`src/rtl/tff_toggle_arbiter.sv`:
```
// tff_toggle_arbiter
//   One WIDTH-bit bank of T flip-flops shared by NUM_REQ requesters. A
//   round-robin arbiter picks one requester at a time. The bank then toggles
//   every bit set in that requester's mask. This block is the only writer of
//   the bank.
//
// Ports
//   clk    in   1              rising-edge clock
//   rst_n  in   1              asynchronous active-low reset
//   req    in   NUM_REQ        per-requester request, held with its mask stable until ack
//   mask   in   NUM_REQ*WIDTH  toggle masks, requester i uses mask[i*WIDTH +: WIDTH]
//   hold   in   1              1 = start no new grants (a grant already in flight completes)
//   clr    in   1              synchronous clear of the bank, wins over a toggle on the same edge
//   ack    out  NUM_REQ        one-hot, one-cycle grant acknowledge
//   q      out  WIDTH          bank state
//   qb     out  WIDTH          always ~q
//   busy   out  1              1 while the FSM is in GRANT, which also exposes the FSM state
//
// Handshake: a requester raises req with its mask stable. It waits for its
// ack bit, which is high for exactly one cycle. It drops req during that
// cycle. If req is still high at the next IDLE sample, that is a new request.
// The mask is captured on the edge that enters GRANT, so later mask changes
// are ignored. The toggle becomes visible after the edge that leaves GRANT.
module tff_toggle_arbiter #(
    parameter int NUM_REQ = 4,
    parameter int WIDTH   = 8
) (
    input  logic                     clk,
    input  logic                     rst_n,
    input  logic [NUM_REQ-1:0]       req,
    input  logic [NUM_REQ*WIDTH-1:0] mask,
    input  logic                     hold,
    input  logic                     clr,
    output logic [NUM_REQ-1:0]       ack,
    output logic [WIDTH-1:0]         q,
    output logic [WIDTH-1:0]         qb,
    output logic                     busy
);

    localparam int PW = (NUM_REQ > 1) ? $clog2(NUM_REQ) : 1;

    typedef enum logic {
        IDLE  = 1'b0,
        GRANT = 1'b1
    } state_t;

    state_t            state;
    state_t            state_next;
    logic [PW-1:0]     ptr;
    logic [PW-1:0]     gidx;
    logic [WIDTH-1:0]  mask_r;
    logic [WIDTH-1:0]  bank;

    logic              found;
    logic [PW-1:0]     win;
    logic [WIDTH-1:0]  win_mask;
    logic              grant_start;
    int                idx;

    // Round-robin search: take the first set req bit at or above ptr.
    // The search wraps from NUM_REQ-1 back to 0.
    always_comb begin
        found    = 1'b0;
        win      = '0;
        win_mask = '0;
        idx      = 0;
        for (int k = 0; k < NUM_REQ; k++) begin
            idx = int'(ptr) + k;
            if (idx >= NUM_REQ) begin
                idx = idx - NUM_REQ;
            end
            if (!found && req[idx]) begin
                found    = 1'b1;
                win      = PW'(idx);
                win_mask = mask[idx*WIDTH +: WIDTH];
            end
        end
    end

    always_comb begin
        state_next  = state;
        grant_start = 1'b0;
        case (state)
            IDLE: begin
                if (!hold && found) begin
                    grant_start = 1'b1;
                    state_next  = GRANT;
                end
            end
            GRANT: begin
                state_next = IDLE;
            end
            default: begin
                state_next = IDLE;
            end
        endcase
    end

    always_ff @(posedge clk or negedge rst_n) begin
        if (!rst_n) begin
            state  <= IDLE;
            ptr    <= '0;
            gidx   <= '0;
            mask_r <= '0;
            bank   <= '0;
        end else begin
            state <= state_next;
            if (grant_start) begin
                gidx   <= win;
                mask_r <= win_mask;
            end
            // The pointer advances on leaving GRANT, even when clr discards the toggle.
            if (state == GRANT) begin
                if (gidx == PW'(NUM_REQ - 1)) begin
                    ptr <= '0;
                end else begin
                    ptr <= gidx + 1'b1;
                end
            end
            if (clr) begin
                bank <= '0;
            end else if (state == GRANT) begin
                bank <= bank ^ mask_r;
            end
        end
    end

    // ack and busy are decoded from state alone, so an asynchronous reset
    // in the middle of GRANT removes them at once.
    always_comb begin
        ack = '0;
        if (state == GRANT) begin
            ack[gidx] = 1'b1;
        end
    end

    assign busy = (state == GRANT);
    assign q    = bank;
    assign qb   = ~bank;

endmodule

```
`config.mk`:
```
export PLATFORM = sky130hd
export DESIGN_NAME = tff_toggle_arbiter
export DESIGN_NICKNAME = d
export VERILOG_FILES = /design/src/rtl/tff_toggle_arbiter.sv
export SDC_FILE = /design/constraint.sdc
export NUM_CORES = 1
export LEC_CHECK = 0
export CORE_ASPECT_RATIO = 1.5
export CORE_UTILIZATION = 55
export CTS_BUF_LIST = sky130_fd_sc_hd__clkbuf_2
export DETAILED_ROUTE_END_ITERATION = 10
export HOLD_SLACK_MARGIN = 0.05
export PLACE_DENSITY_LB_ADDON = 0.3
export SETUP_SLACK_MARGIN = 0.05
export SYNTH_ARGS = -nofsm -noshare
export SYNTH_HDL_FRONTEND = slang
export SYNTH_SLANG_ARGS = --single-unit
```
`constraint.sdc`:
```
create_clock -name clk -period 5.9 [get_ports clk]
set_input_delay 1.18 -clock clk [delete_from_list [all_inputs] [get_ports clk]]
set_output_delay 1.18 -clock clk [all_outputs]
set_load 0.01 [all_outputs]
```
==> Word level (Yosys, flattened, before mapping) <==
Cells that the tools add are included.
{ "word_totals": {"regBits": 21, "inputBits": 40, "out_inout_bits": 21, "word_cells": 78} }
{ "classes": {"n_shift": 4, "bitwise_logic": 3, "n_reduce_logical": 10, "n_addsub": 8, "n_eq_ne": 1, "magnitude_cmp": 10, "muxes": 37} }
{ "ops": {"columns": ["operator", "count"], "rows": [
  ["$lt 32x4->1 const B", 4],
  ["$mux 32", 4],
  ["$shiftx 32x32->8", 4],
  ["$mux 8", 6],
  ["$mux 1", 15],
  ["$sub 3x3->4 const B", 3],
  ["$mux 2", 5],
  ["$ge 3x3->1 const B", 3],
  ["$bmux 1 s2", 4],
  ["$not 8->8", 1],
  ["$xor 8x8->8", 1],
  ["$add 2x2->3 const B", 2],
  ["$logic_and 1x1->1", 5],
  ["$logic_not 1->1", 4],
  ["$mux 4", 1],
  ["$sub 2x3->4 const B", 1],
  ["$add 2x1->3 const B", 1],
  ["$ge 2x3->1 const B", 1],
  ["$lt 2x3->1 const B", 1],
  ["$add 2x1->2 const B", 1],
  ["$demux 1 s2", 1],
  ["$eq 2x2->1 const B", 1],
  ["$ge 2x1->1 const B", 1],
  ["$pmux 1 s2", 1],
  ["2 further kinds", 2]
]} }

==> Depth between registers and ports, before layout <==
{ "logic_depth": {"word_depth": 18, "depth_mapped": 13, "depth_no_buf": 7} }

==> Least setup slack after synthesis <==
Ideal clock, no wire load.
{ "synth_timing": {"kind": "reg2reg", "startpoint": "register ptr[0]", "endpoint": "register gidx[1]", "period_less_slack_ps": 3165, "arrival_ps": 3044, "stages_incl_launch_ff": 14, "required_ps": 5780, "setup_slack_ps": 2735, "n_path_buf": 6, "setup_time_ps": 120, "cell_sequence": "dfrtp_1 buf_6 buf_4 buf_4 buf_2 inv_1 ha_1 buf_2 mux4_2 nand2b_1 clkbuf_1 nor2_1 a211o_1 a41o_1"} }
{ "synth_between": {"elab_chain_len": 18, "elab_cells_between_ends": 44, "cone_classes": "add/sub (7); order compare (4); mux (26); reduce/logical (7)"} }
{ "synth_lines": {"columns": ["item", "line_no", "text"], "rows": [
  ["start: declaration", "49", "logic [PW-1:0] ptr;"],
  ["start signal: assignment", "117", "ptr <= gidx + 1'b1;"],
  ["parallel branches: the longest is 18 deep, another holds $sub 3x3->4", null, null],
  ["end signal: assignment", "109", "gidx <= win;"],
  ["end: declaration", "50", "logic [PW-1:0] gidx;"]
]} }
Several ways; the timed one is not identified. The select of a mux whose other input is x is not followed.
A chain may end at the register's enable or synchronous reset.

==> Worst setup path after layout <==
{ "layout_timing": {"startpoint": "register ptr[1]", "endpoint": "register gidx[0]"} }
The elaborated chain is that of the path after synthesis.

==> impl_metrics.env <==
export IMPL_synth_top_family_by_area="multiplexers"
export IMPL_ys_types=29
export IMPL_yosysWarnings=0
export IMPL_crit_chain="inv_1, ha_1, mux4_2, or2_4, o31a_1, nor2_1, a21oi_1"
export IMPL_grt_pass1_wl_um=7690
export IMPL_diodes=0
export IMPL_dr_wl_met2_um=2610
export IMPL_core_um2=3990
export IMPL_ant_nets=0
export IMPL_setup_tns_ns=0
export IMPL_tightest_slew_ns=0.893
export IMPL_setup_violations=0
export IMPL_die_width_um=55.0
export IMPL_top_layer="met4"
export IMPL_grt_setup_unrepaired="no"
export IMPL_cts_buffers=3
export IMPL_skew_ns=0.00572
export IMPL_cp_end_kind="flop"
export IMPL_globalRoute_totalOverflow=0
export IMPL_cap_violations=0
export IMPL_drtIter0Drc=46
export IMPL_drcViolationCount=0
export IMPL_synth_compound_area_frac=0.130
export IMPL_h_tree_depth=1
export IMPL_vias_per_cell=6.05
export IMPL_yosysTopAreaCellShare=0.272
export IMPL_critPathSlowestCell="ha_1"
export IMPL_synth_xor_area_share=0.0340
export IMPL_routabilityCongestion=0.838
export IMPL_ys_ff_latch=21
export IMPL_crit_start="ptr[1]"
export IMPL_antenna_found_initial=0
export IMPL_worstPathArrival_ns=4.26
export IMPL_die_h_um=81.6
export IMPL_outcome="completed"
export IMPL_maxSlewViolCount=0
export IMPL_r2r_end="gidx[0]"
export IMPL_drive_gt1_frac=0.139
export IMPL_netlist_instances=230
export IMPL_yosysSeqAreaShare=0.226
export IMPL_fillCellCount=322
export IMPL_post_cts_buffers=0
export IMPL_r2r_slack_ns=1.83
export IMPL_wirelength_um=4750
export IMPL_power_leakage_nw=1.13
export IMPL_cts_hold_buf=0
export IMPL_nNetsFinal=321
export IMPL_dp_hpwl_um=3800
export IMPL_clkLatencyLatePin_ns=0.31
export IMPL_clk_pin_slew_ns=0.19
export IMPL_cp_data_required_time_ns=6.08
export IMPL_r2r_start="ptr[1]"
export IMPL_synth_top_area_cell="mux4_2"
export IMPL_min_path_type="reg -> reg"
export IMPL_crit_cells=7
export IMPL_cts_tree="built"
export IMPL_dr_pass1_iters=4
export IMPL_cts_resized=0
export IMPL_grt_max_degree=50
export IMPL_row_count=28
export IMPL_cts_root_buf="clkbuf_2"
export IMPL_dr_wl_met3_um=186
export IMPL_dr_total_vias=1923
export IMPL_routedWlPerCell_um=14.9
export IMPL_synth_fa_ha_area_frac=0.0377
export IMPL_critPathKind="reg -> reg"
export IMPL_synthesis_area_um2=2320
export IMPL_r2r_cells=7
export IMPL_area_delta_synth_final_pct=24.2
export IMPL_critPathBufInv=1
export IMPL_grt_pass1_vias=1772
export IMPL_synthMuxAreaShare=0.388
export IMPL_yosys_area_share_simple=0.106
export IMPL_grt_usage=0.232
export IMPL_endpoint="gidx[0]"
export IMPL_startpoint_type="flop"
export IMPL_clock_sink_count=21
export IMPL_period_minus_slack_ns=4.07
export IMPL_cpPeakStageDelay_ns=0.96
export IMPL_syn_nets=277
export IMPL_ir_drop_v=0.000286
export IMPL_final_cell_mix="60 x clkdlybuf4s50_1, 29 x nor2_1, 28 x mux4_2"
export IMPL_avgSynthCellArea_um2=10.1
export IMPL_critPathMaxFanout=20
export IMPL_relSlewSlack=0.403
export IMPL_io_buffers=60
export IMPL_io_pin_count=61
export IMPL_hold_slack_ns=0.566
export IMPL_fmax_mhz=245
export IMPL_hold_viol=0
export IMPL_dieArea_um2=4490
export IMPL_cts_path_max_buffers=2
export IMPL_cpLargestDelayFamily="adder cells"
export IMPL_utilization=0.722
export IMPL_start_util=0.581
export IMPL_met1_length_um=1880
export IMPL_fin_crit_sh=0.690
export IMPL_synth_area_leaders="mux4_2 27%, dfrtp_1 23%, mux2i_1 12%"
export IMPL_powerDensity_nw_per_um2=472
export IMPL_final_common_cell="clkdlybuf4s50_1"
==> worst min path at each step <==
stage | start | endpoint | slack, ns | cells after the start
final | mask_r[1] | mask_r[1] | 0.57 | 2
after global routing | mask_r[3] | mask_r[3] | 0.60 | 2
after CTS | mask_r[1] | mask_r[1] | 0.57 | 2
after detailed placement | mask_r[6] | mask_r[6] | 0.54 | 2
after global placement | mask_r[6] | mask_r[6] | 0.53 | 2
after floorplan | mask_r[0] | mask_r[0] | 0.52 | 2
==> state kept, by name, summed over array words and instances, names as in the netlist <==
signal and flops:
busy 1, ptr 2, gidx 2, q 8, mask_r 8
==> synth_stat cells (all sizes together) <==
cell type	instances
buf	15
ha	7
a31oi	8
and2	4
clkbuf	7
o22ai	1
dfrtp	21
nor3	1
nand2b	1
or2	2
clkinv	1
o21ai	3
nor2	30
a41o	1
nand2	20
a21oi	11
a211o	9
xnor2	9
inv	14
mux4	28
o21bai	1
o31a	1
o221ai	8
mux2i	27
==> cell families after synthesis <==
kind of cell / Yosys count
flip-flops: 21
XOR/XNOR: 9
buffers and inverters: 37
multiplexers: 55
AO/OA/AOI/OAI: 43
adder cells (fa/ha/maj): 7
AND/OR/NAND/NOR: 58
==> layer usage <==
metal,global-route usage,up-vias
met1,0.281,910
met4,0.0825,0
met2,0.419,64
met5,0,-
li1,-,943
met3,0.00926,6
==> power breakdown <==
group / switching, mW / internal (mW)
combinational: 0.497 / 0.545
sequential: 0.0568 / 0.204
clock: 0.0413 / 0.0154
total: 0.595 / 0.764
==> per-stage QoR <==
stage / setup WS, ns / instances / area (um2) / power [mW]
2_1_floorplan: 2.74 / 230 / 2320 / 1.10
3_3_place_gp: 1.94 / 314 / 2860 / 1.29
3_5_place_dp: 1.83 / 314 / 2860 / 1.31
4_1_cts: 1.80 / 318 / 2880 / 1.37
5_1_grt: 1.53 / 318 / 2880 / 1.48
6_report: 1.83 / 318 / 2880 / 1.36
==> layout make-up <==
type	count	area (um2)	area share
multi-input cells	172	1620	0.560
repair buffers	61	608	0.211
clock inverters	1	5.00	0.00174
well taps	45	56.3	0.0195
flip-flops and latches	21	527	0.183
inverters	15	56.3	0.0195
clock buffers	3	15.0	0.00521
==> worst reg2reg max path, delay by kind of cell (launching register included) <==
family	cells	cell delay [ns]
AOI/OAI and AO/OA	2	0.59
adders and majority gates	1	0.97
buffers and inverters	1	0.35
and+or+nand+nor	2	0.53
muxes	1	0.77
DFF	1	0.75
No activity file was read; power rests on OpenSTA's default activity.
